===== config.mk =====
export PLATFORM = sky130hd
export DESIGN_NAME = cpu_io_agent
export DESIGN_NICKNAME = d
export VERILOG_FILES = /design/src/rtl/cpu_io_agent_pkg.sv /design/src/rtl/cpu_io_fifo.sv /design/src/rtl/cpu_io_agent.sv
export SDC_FILE = /design/constraint.sdc
export NUM_CORES = 1
export LEC_CHECK = 0
export BUFFER_PORTS_ARGS = -buffer_cell sky130_fd_sc_hd__buf_2
export CAP_MARGIN = 10
export CORE_MARGIN = 2
export CORE_UTILIZATION = 52
export CTS_CLUSTER_DIAMETER = 60
export DETAILED_ROUTE_END_ITERATION = 12
export PLACE_DENSITY_LB_ADDON = 0.1
export RECOVER_POWER = 50
export SYNTH_ARGS = -nofsm -noshare
export SYNTH_HDL_FRONTEND = slang
export SYNTH_SLANG_ARGS = --single-unit

===== constraint.sdc =====
create_clock -name clock -period 2.9 [get_ports clock]
set_clock_uncertainty 0.15 [all_clocks]
set_input_delay 0.145 -clock clock [delete_from_list [all_inputs] [get_ports clock]]
set_output_delay 0.145 -clock clock [all_outputs]
set_load 0.05 [all_outputs]

===== src/rtl/cpu_io_agent_pkg.sv =====
// Shared constants and the input-path state type for the CPU I/O agent.
// The optional CPU_IO_AGENT_OVF_CNT_EN feature (dropped-word counter) is configured in the top module.
package cpu_io_agent_pkg;

    localparam int DATA_W        = 16;
    localparam int DEFAULT_DEPTH = 4;
    localparam int OVF_W         = 8;

    typedef enum logic {
        EMPTY = 1'b0,
        FULL  = 1'b1
    } in_state_e;

endpackage


===== src/rtl/cpu_io_fifo.sv =====
// Output-path FIFO: DEPTH words, power-of-two pointers wrapping naturally.
// Head word is presented combinationally and forced to zero while empty.
module cpu_io_fifo
    import cpu_io_agent_pkg::*;
#(
    parameter int DEPTH = DEFAULT_DEPTH,
    parameter int W     = DATA_W,
    localparam int AW   = $clog2(DEPTH),
    localparam int CW   = AW + 1
) (
    input  logic          clock,
    input  logic          reset,
    input  logic          push,
    input  logic [W-1:0]  push_data,
    input  logic          pop,
    output logic [W-1:0]  pop_data,
    output logic          full,
    output logic          empty,
    output logic [CW-1:0] count
);

    logic [W-1:0]  mem_q [DEPTH];
    logic [AW-1:0] wr_ptr_q, wr_ptr_d;
    logic [AW-1:0] rd_ptr_q, rd_ptr_d;
    logic [CW-1:0] count_q, count_d;
    logic          do_push, do_pop;

    // A push while full is only legal when a pop frees the head slot this edge.
    always_comb begin
        do_pop   = pop && (count_q != '0);
        do_push  = push && ((count_q != CW'(DEPTH)) || do_pop);
        wr_ptr_d = do_push ? wr_ptr_q + AW'(1) : wr_ptr_q;
        rd_ptr_d = do_pop  ? rd_ptr_q + AW'(1) : rd_ptr_q;
        count_d  = count_q;
        case ({do_push, do_pop})
            2'b10:   count_d = count_q + CW'(1);
            2'b01:   count_d = count_q - CW'(1);
            default: count_d = count_q;
        endcase
    end

    always_ff @(posedge clock or posedge reset) begin
        if (reset) begin
            wr_ptr_q <= '0;
            rd_ptr_q <= '0;
            count_q  <= '0;
        end else begin
            wr_ptr_q <= wr_ptr_d;
            rd_ptr_q <= rd_ptr_d;
            count_q  <= count_d;
        end
    end

    always_ff @(posedge clock) begin
        if (do_push) begin
            mem_q[wr_ptr_q] <= push_data;
        end
    end

    always_comb begin
        full     = (count_q == CW'(DEPTH));
        empty    = (count_q == '0);
        count    = count_q;
        pop_data = empty ? '0 : mem_q[rd_ptr_q];
    end

endmodule


===== src/rtl/cpu_io_agent.sv =====
// CPU I/O agent: buffered CPU->host output FIFO and single-word host->CPU input holding register.
// Define CPU_IO_AGENT_OVF_CNT_EN to add the saturating ovf_count dropped-word counter.
module cpu_io_agent
    import cpu_io_agent_pkg::*;
#(
    parameter int DEPTH = DEFAULT_DEPTH
) (
    input  logic              clock,
    input  logic              reset,
    input  logic [DATA_W-1:0] cpu_out_data,
    input  logic              cpu_out_wr,
    output logic [DATA_W-1:0] cpu_in_data,
    input  logic              cpu_in_rd,
    output logic              in_pending,
    output logic [DATA_W-1:0] host_tx_data,
    output logic              host_tx_valid,
    input  logic              host_tx_ready,
    input  logic [DATA_W-1:0] host_rx_data,
    input  logic              host_rx_valid,
    output logic              host_rx_ready
`ifdef CPU_IO_AGENT_OVF_CNT_EN
    ,
    output logic [OVF_W-1:0]  ovf_count
`endif
);

    localparam int CW = $clog2(DEPTH) + 1;

    logic          fifo_push, fifo_pop, fifo_full, fifo_empty;
    logic [CW-1:0] fifo_count;

    in_state_e         state_q, state_d;
    logic [DATA_W-1:0] in_data_q, in_data_d;

    // A write into a full FIFO is dropped unless the host drains the head this same edge.
    always_comb begin
        host_tx_valid = !fifo_empty;
        fifo_pop      = host_tx_valid && host_tx_ready;
        fifo_push     = cpu_out_wr && (!fifo_full || fifo_pop);
        assert (fifo_empty == (fifo_count == '0));
    end

    cpu_io_fifo #(
        .DEPTH (DEPTH),
        .W     (DATA_W)
    ) u_fifo (
        .clock     (clock),
        .reset     (reset),
        .push      (fifo_push),
        .push_data (cpu_out_data),
        .pop       (fifo_pop),
        .pop_data  (host_tx_data),
        .full      (fifo_full),
        .empty     (fifo_empty),
        .count     (fifo_count)
    );

    always_ff @(posedge clock or posedge reset) begin
        if (reset) begin
            state_q   <= EMPTY;
            in_data_q <= '0;
        end else begin
            state_q   <= state_d;
            in_data_q <= in_data_d;
        end
    end

    // Leaving FULL only reopens host_rx_ready on the next cycle, so no same-cycle refill.
    always_comb begin
        state_d   = state_q;
        in_data_d = in_data_q;
        case (state_q)
            EMPTY: begin
                if (host_rx_valid) begin
                    state_d   = FULL;
                    in_data_d = host_rx_data;
                end
            end
            FULL: begin
                if (cpu_in_rd) begin
                    state_d = EMPTY;
                end
            end
            default: state_d = EMPTY;
        endcase
    end

    always_comb begin
        host_rx_ready = (state_q == EMPTY);
        in_pending    = (state_q == FULL);
        cpu_in_data   = in_data_q;
    end

`ifdef CPU_IO_AGENT_OVF_CNT_EN
    logic [OVF_W-1:0] ovf_q, ovf_d;

    always_comb begin
        ovf_d = ovf_q;
        if (cpu_out_wr && !fifo_push && (ovf_q != '1)) begin
            ovf_d = ovf_q + OVF_W'(1);
        end
        ovf_count = ovf_q;
    end

    always_ff @(posedge clock or posedge reset) begin
        if (reset) begin
            ovf_q <= '0;
        end else begin
            ovf_q <= ovf_d;
        end
    end
`endif

endmodule


==> flow_metrics.env <==
export IMPL_cts_hold_buf=35
export IMPL_ctsRootBufferMaster="sky130_fd_sc_hd__clkbuf_8"
export IMPL_synth_area_leader_cell="sky130_fd_sc_hd__edfxtp_1"
export IMPL_area_grow_syn2layout_pct=26.7
export IMPL_grt_setup_unrepaired="false"
export IMPL_hpwlAfterDp_um=3690
export IMPL_diodes=0
export IMPL_die_h_um=86.2
export IMPL_power_net_switching_uw=1860
export IMPL_grt_overflow=0
export IMPL_mappedNetlistNets=223
export IMPL_die_w_um=86.2
export IMPL_worst_hold_startpoint="cpu_out_wr"
export IMPL_timing_final_crit_period_ps=2300
export IMPL_cell_internal_pwr_uw=2710
export IMPL_worst_ep_arrival_time_ps=2410
export IMPL_synth_seq_cells=88
export IMPL_core_area_um2=6460
export IMPL_finalCoreUtilization_pct=68.9
export IMPL_final_max_slew_viol_count=0
export IMPL_master_of_the_slowest_instance_on_the_critical_path="sky130_fd_sc_hd__dfrtp_1"
export IMPL_top_level_ports=73
export IMPL_drt_first_pass_iters=6
export IMPL_vdd_drop_max_v=0.000552
export IMPL_wirelength_um=6030
export IMPL_num_fill_cells=450
export IMPL_floorplan_rows=29
export IMPL_synth_sequential_area_ratio_pct=71.8
export IMPL_hold_depth=3
export IMPL_final_setup_worst_slack_ps=597
export IMPL_regToRegStartpoint="u_fifo.count[0]$_DFFE_PP0P_"
export IMPL_hold_class="input port to flip-flop"
export IMPL_detail_route_drc_violations=0
export IMPL_status="complete, no violations"
export IMPL_setup_violations=0
export IMPL_multi_input_area_um2=897
export IMPL_clock_sinks=88
export IMPL_reg2reg_depth=7
export IMPL_critical_path_startpoint_type="flip-flop"
export IMPL_ys_warnings_count=0
export IMPL_antenna_nets_post_route=0
export IMPL_cts_post_setup_buffers_inserted=0
export IMPL_setup_worst_path_end_class="flip-flop"
export IMPL_number_of_maximum_capacitance_violations=0
export IMPL_power_share_combinational_pct=44.0
export IMPL_cp_slowest_stage_delay_ps=420
export IMPL_total_number_of_vias=1911
export IMPL_tritoncts="done"
export IMPL_worst_skew_pair_later_pin_latency_ps=340
export IMPL_number_of_global_route_vias_before_repair=2028
export IMPL_clock_tree_htree_level_count=3
export IMPL_routability_congestion_estimate_from_global_placement=0.723
export IMPL_netlist_area_um2=3510
export IMPL_stages_on_worst_setup_path=7
export IMPL_global_route_usage_total_pct=17.9
export IMPL_power_per_cell_area_nw_per_um2=1030
export IMPL_max_clock_freq_mhz=434
export IMPL_synth_area_top_cells="sky130_fd_sc_hd__edfxtp_1 (55%), sky130_fd_sc_hd__dfrtp_1 (17%), sky130_fd_sc_hd__mux4_1 (6.0%), sky130_fd_sc_hd__mux2_2 (5.4%), sky130_fd_sc_hd__mux4_2 (5.1%)"
export IMPL_post_cts_sizing_count=0
export IMPL_place_port_buffers=72
export IMPL_clock_power_share_pct=16.9
export IMPL_clk_pin_slew_worst_paths_ps=80
export IMPL_post_route_cells_drive_above_1_share_pct=26.9
export IMPL_detailedRoute_firstIterationViolations=108
export IMPL_floorplan_die_area_um2=7430
export IMPL_dp_worst_setup_slack_ps=588
export IMPL_syn_area_per_cell_um2=19.6
export IMPL_synthDistinctLibCells=23
export IMPL_global_route_wire_length_before_repair_um=9830
export IMPL_timing_worst_slew_pin_value_ps=900
export IMPL_ctsLongestPathBuffers=2
export IMPL_fin_crit_sh_pct=79.4
export IMPL_worst_setup_path_startpoint="u_fifo.count[0]$_DFFE_PP0P_"
export IMPL_regArea_um2=2520
export IMPL_worst_setup_path_type="flip-flop to flip-flop"
export IMPL_timing_hold_violations_final=0
export IMPL_power_share_switching_pct=40.7
export IMPL_pwr_share_seq_pct=39.1
export IMPL_final_setup_tns_ps=0
export IMPL_worstPathRequired_ps=3010
export IMPL_antenna_found_initial=0
export IMPL_number_of_buffers_and_inverters_on_the_critical_path=2
export IMPL_power_leakage_uw=0.00170
export IMPL_slew_headroom_pct=40.0
export IMPL_synth_top_cell_area_share_pct=54.7
export IMPL_grt_max_degree=25
export IMPL_crit_path_cell_trace="or3_1 > buf_4 > and2_1 > ha_1 > inv_1 > fa_1 > o21ai_0"
export IMPL_final_nets=341
export IMPL_critical_path_top_delay_family="adder cells"
export IMPL_initial_utilization_pct=54.4
export IMPL_number_of_buffers_created_by_cts=9
export IMPL_avgViaCountPerCell=5.06
export IMPL_avgRoutedWirePerCell_um=16.0
export IMPL_postSynthCellCount=179
export IMPL_timing_critical_path_fanout_max=19
## sequential cells by signal (all words and copies together), names as in the netlist
signal	flops
cpu_in_data	16
u_fifo.wr_ptr_q	2
in_pending	1
u_fifo.mem_q	64
u_fifo.count	3
u_fifo.rd_ptr_q	2
## cells in the final DEF (no fill, tap or decap), types with 8 or more instances in the layout
| master | instances |
|---|---|
| sky130_fd_sc_hd__and2_1 | 21 |
| sky130_fd_sc_hd__buf_2 | 37 |
| sky130_fd_sc_hd__clkbuf_1 | 38 |
| sky130_fd_sc_hd__clkbuf_8 | 9 |
| sky130_fd_sc_hd__dfrtp_1 | 24 |
| sky130_fd_sc_hd__dlygate4sd3_1 | 35 |
| sky130_fd_sc_hd__edfxtp_1 | 64 |
| sky130_fd_sc_hd__inv_1 | 9 |
| sky130_fd_sc_hd__mux2_2 | 17 |
| sky130_fd_sc_hd__mux4_1 | 8 |
| sky130_fd_sc_hd__mux4_2 | 8 |
## power by group through the flow
stage               clock [µW]  combinational, µW  sequential (µW)
floorplan                    0               1460             1940
global placement             0               2020             1810
detailed placement           0               2020             1820
CTS                        791               2060             1790
global route               845               2150             1820
finish                     772               2020             1790
## cell usage after synthesis
| cell type | number |
|---|---|
| sky130_fd_sc_hd__and2_1 | 21 |
| sky130_fd_sc_hd__buf_12 | 1 |
| sky130_fd_sc_hd__buf_2 | 5 |
| sky130_fd_sc_hd__buf_6 | 1 |
| sky130_fd_sc_hd__clkbuf_1 | 1 |
| sky130_fd_sc_hd__dfrtp_1 | 24 |
| sky130_fd_sc_hd__edfxtp_1 | 64 |
| sky130_fd_sc_hd__fa_1 | 1 |
| sky130_fd_sc_hd__ha_1 | 5 |
| sky130_fd_sc_hd__inv_1 | 9 |
| sky130_fd_sc_hd__mux2_2 | 17 |
| sky130_fd_sc_hd__mux4_1 | 8 |
| sky130_fd_sc_hd__mux4_2 | 8 |
| sky130_fd_sc_hd__nand2_1 | 1 |
| sky130_fd_sc_hd__nand3_1 | 1 |
| sky130_fd_sc_hd__nor2_1 | 1 |
| sky130_fd_sc_hd__nor2b_1 | 1 |
| sky130_fd_sc_hd__o21ai_0 | 1 |
| sky130_fd_sc_hd__o21bai_1 | 1 |
| sky130_fd_sc_hd__o41a_1 | 1 |
| sky130_fd_sc_hd__or3_1 | 1 |
| sky130_fd_sc_hd__xnor2_1 | 4 |
| sky130_fd_sc_hd__xor2_1 | 2 |
## layout make-up
class,instances,share of cell area [%]
flip-flops and latches,88,56.7
multi-input cells,74,20.2
repair buffers,115,16.2
clock buffers,11,2.95
well taps,77,2.16
clock inverters,4,1.04
inverters,9,0.759
## metal layers
layer  part of all wire, %  wire length, µm  up-vias  global-route usage (%)
met1                    42             2540      937                    22.6
met5                     0                0        -                       0
met3                   4.8              290       10                    4.10
met2                    51             3100       52                    30.7
met4                   1.7              103        0                    6.82
li1                      -                -      912                       -
## kinds of logic (layout without fill, tap and decap cells)
logic type | count (synthesis) | in the layout | share of synthesized area [%]
buffers and inverters | 17 | 139 | 2.67
adders and majority gates | 6 | 6 | 2.35
and+or+nand+nor | 26 | 26 | 4.45
xor gates and xnor gates | 6 | 6 | 1.50
muxes | 33 | 33 | 16.6
AOI/OAI and AO/OA | 3 | 3 | 0.677
DFF | 88 | 88 | 71.8
## path summary, 6_finish.rpt
path	to	slack [ps]
max	u_fifo.count[1]$_DFFE_PP0P_	600
min	u_fifo.wr_ptr_q[0]$_DFFE_PP0P_	140
max reg2reg	u_fifo.count[1]$_DFFE_PP0P_	600
min reg2reg	cpu_in_data[5]$_DFFE_PP0P_	360
max in group asynchronous	u_fifo.rd_ptr_q[1]$_DFFE_PP0P_	1660
min in group asynchronous	cpu_in_data[7]$_DFFE_PP0P_	390
## tightest hold or removal path, stage by stage
cell,delay [ps]
sky130_fd_sc_hd__buf_2,100
sky130_fd_sc_hd__o41a_1,180
sky130_fd_sc_hd__xnor2_1,160
## stage by stage
step / power, µW / hold WS [ps] / cell area, µm² / std cells
4_1_cts: 4640 / 135 / 4500 / 378
3_5_place_dp: 3840 / 168 / 3970 / 328
5_1_grt: 4810 / 132 / 4450 / 378
2_1_floorplan: 3400 / 9.62 / 3510 / 179
3_3_place_gp: 3830 / 170 / 3970 / 328
6_report: 4580 / 138 / 4450 / 378
Power figures use the tool's default switching activity.
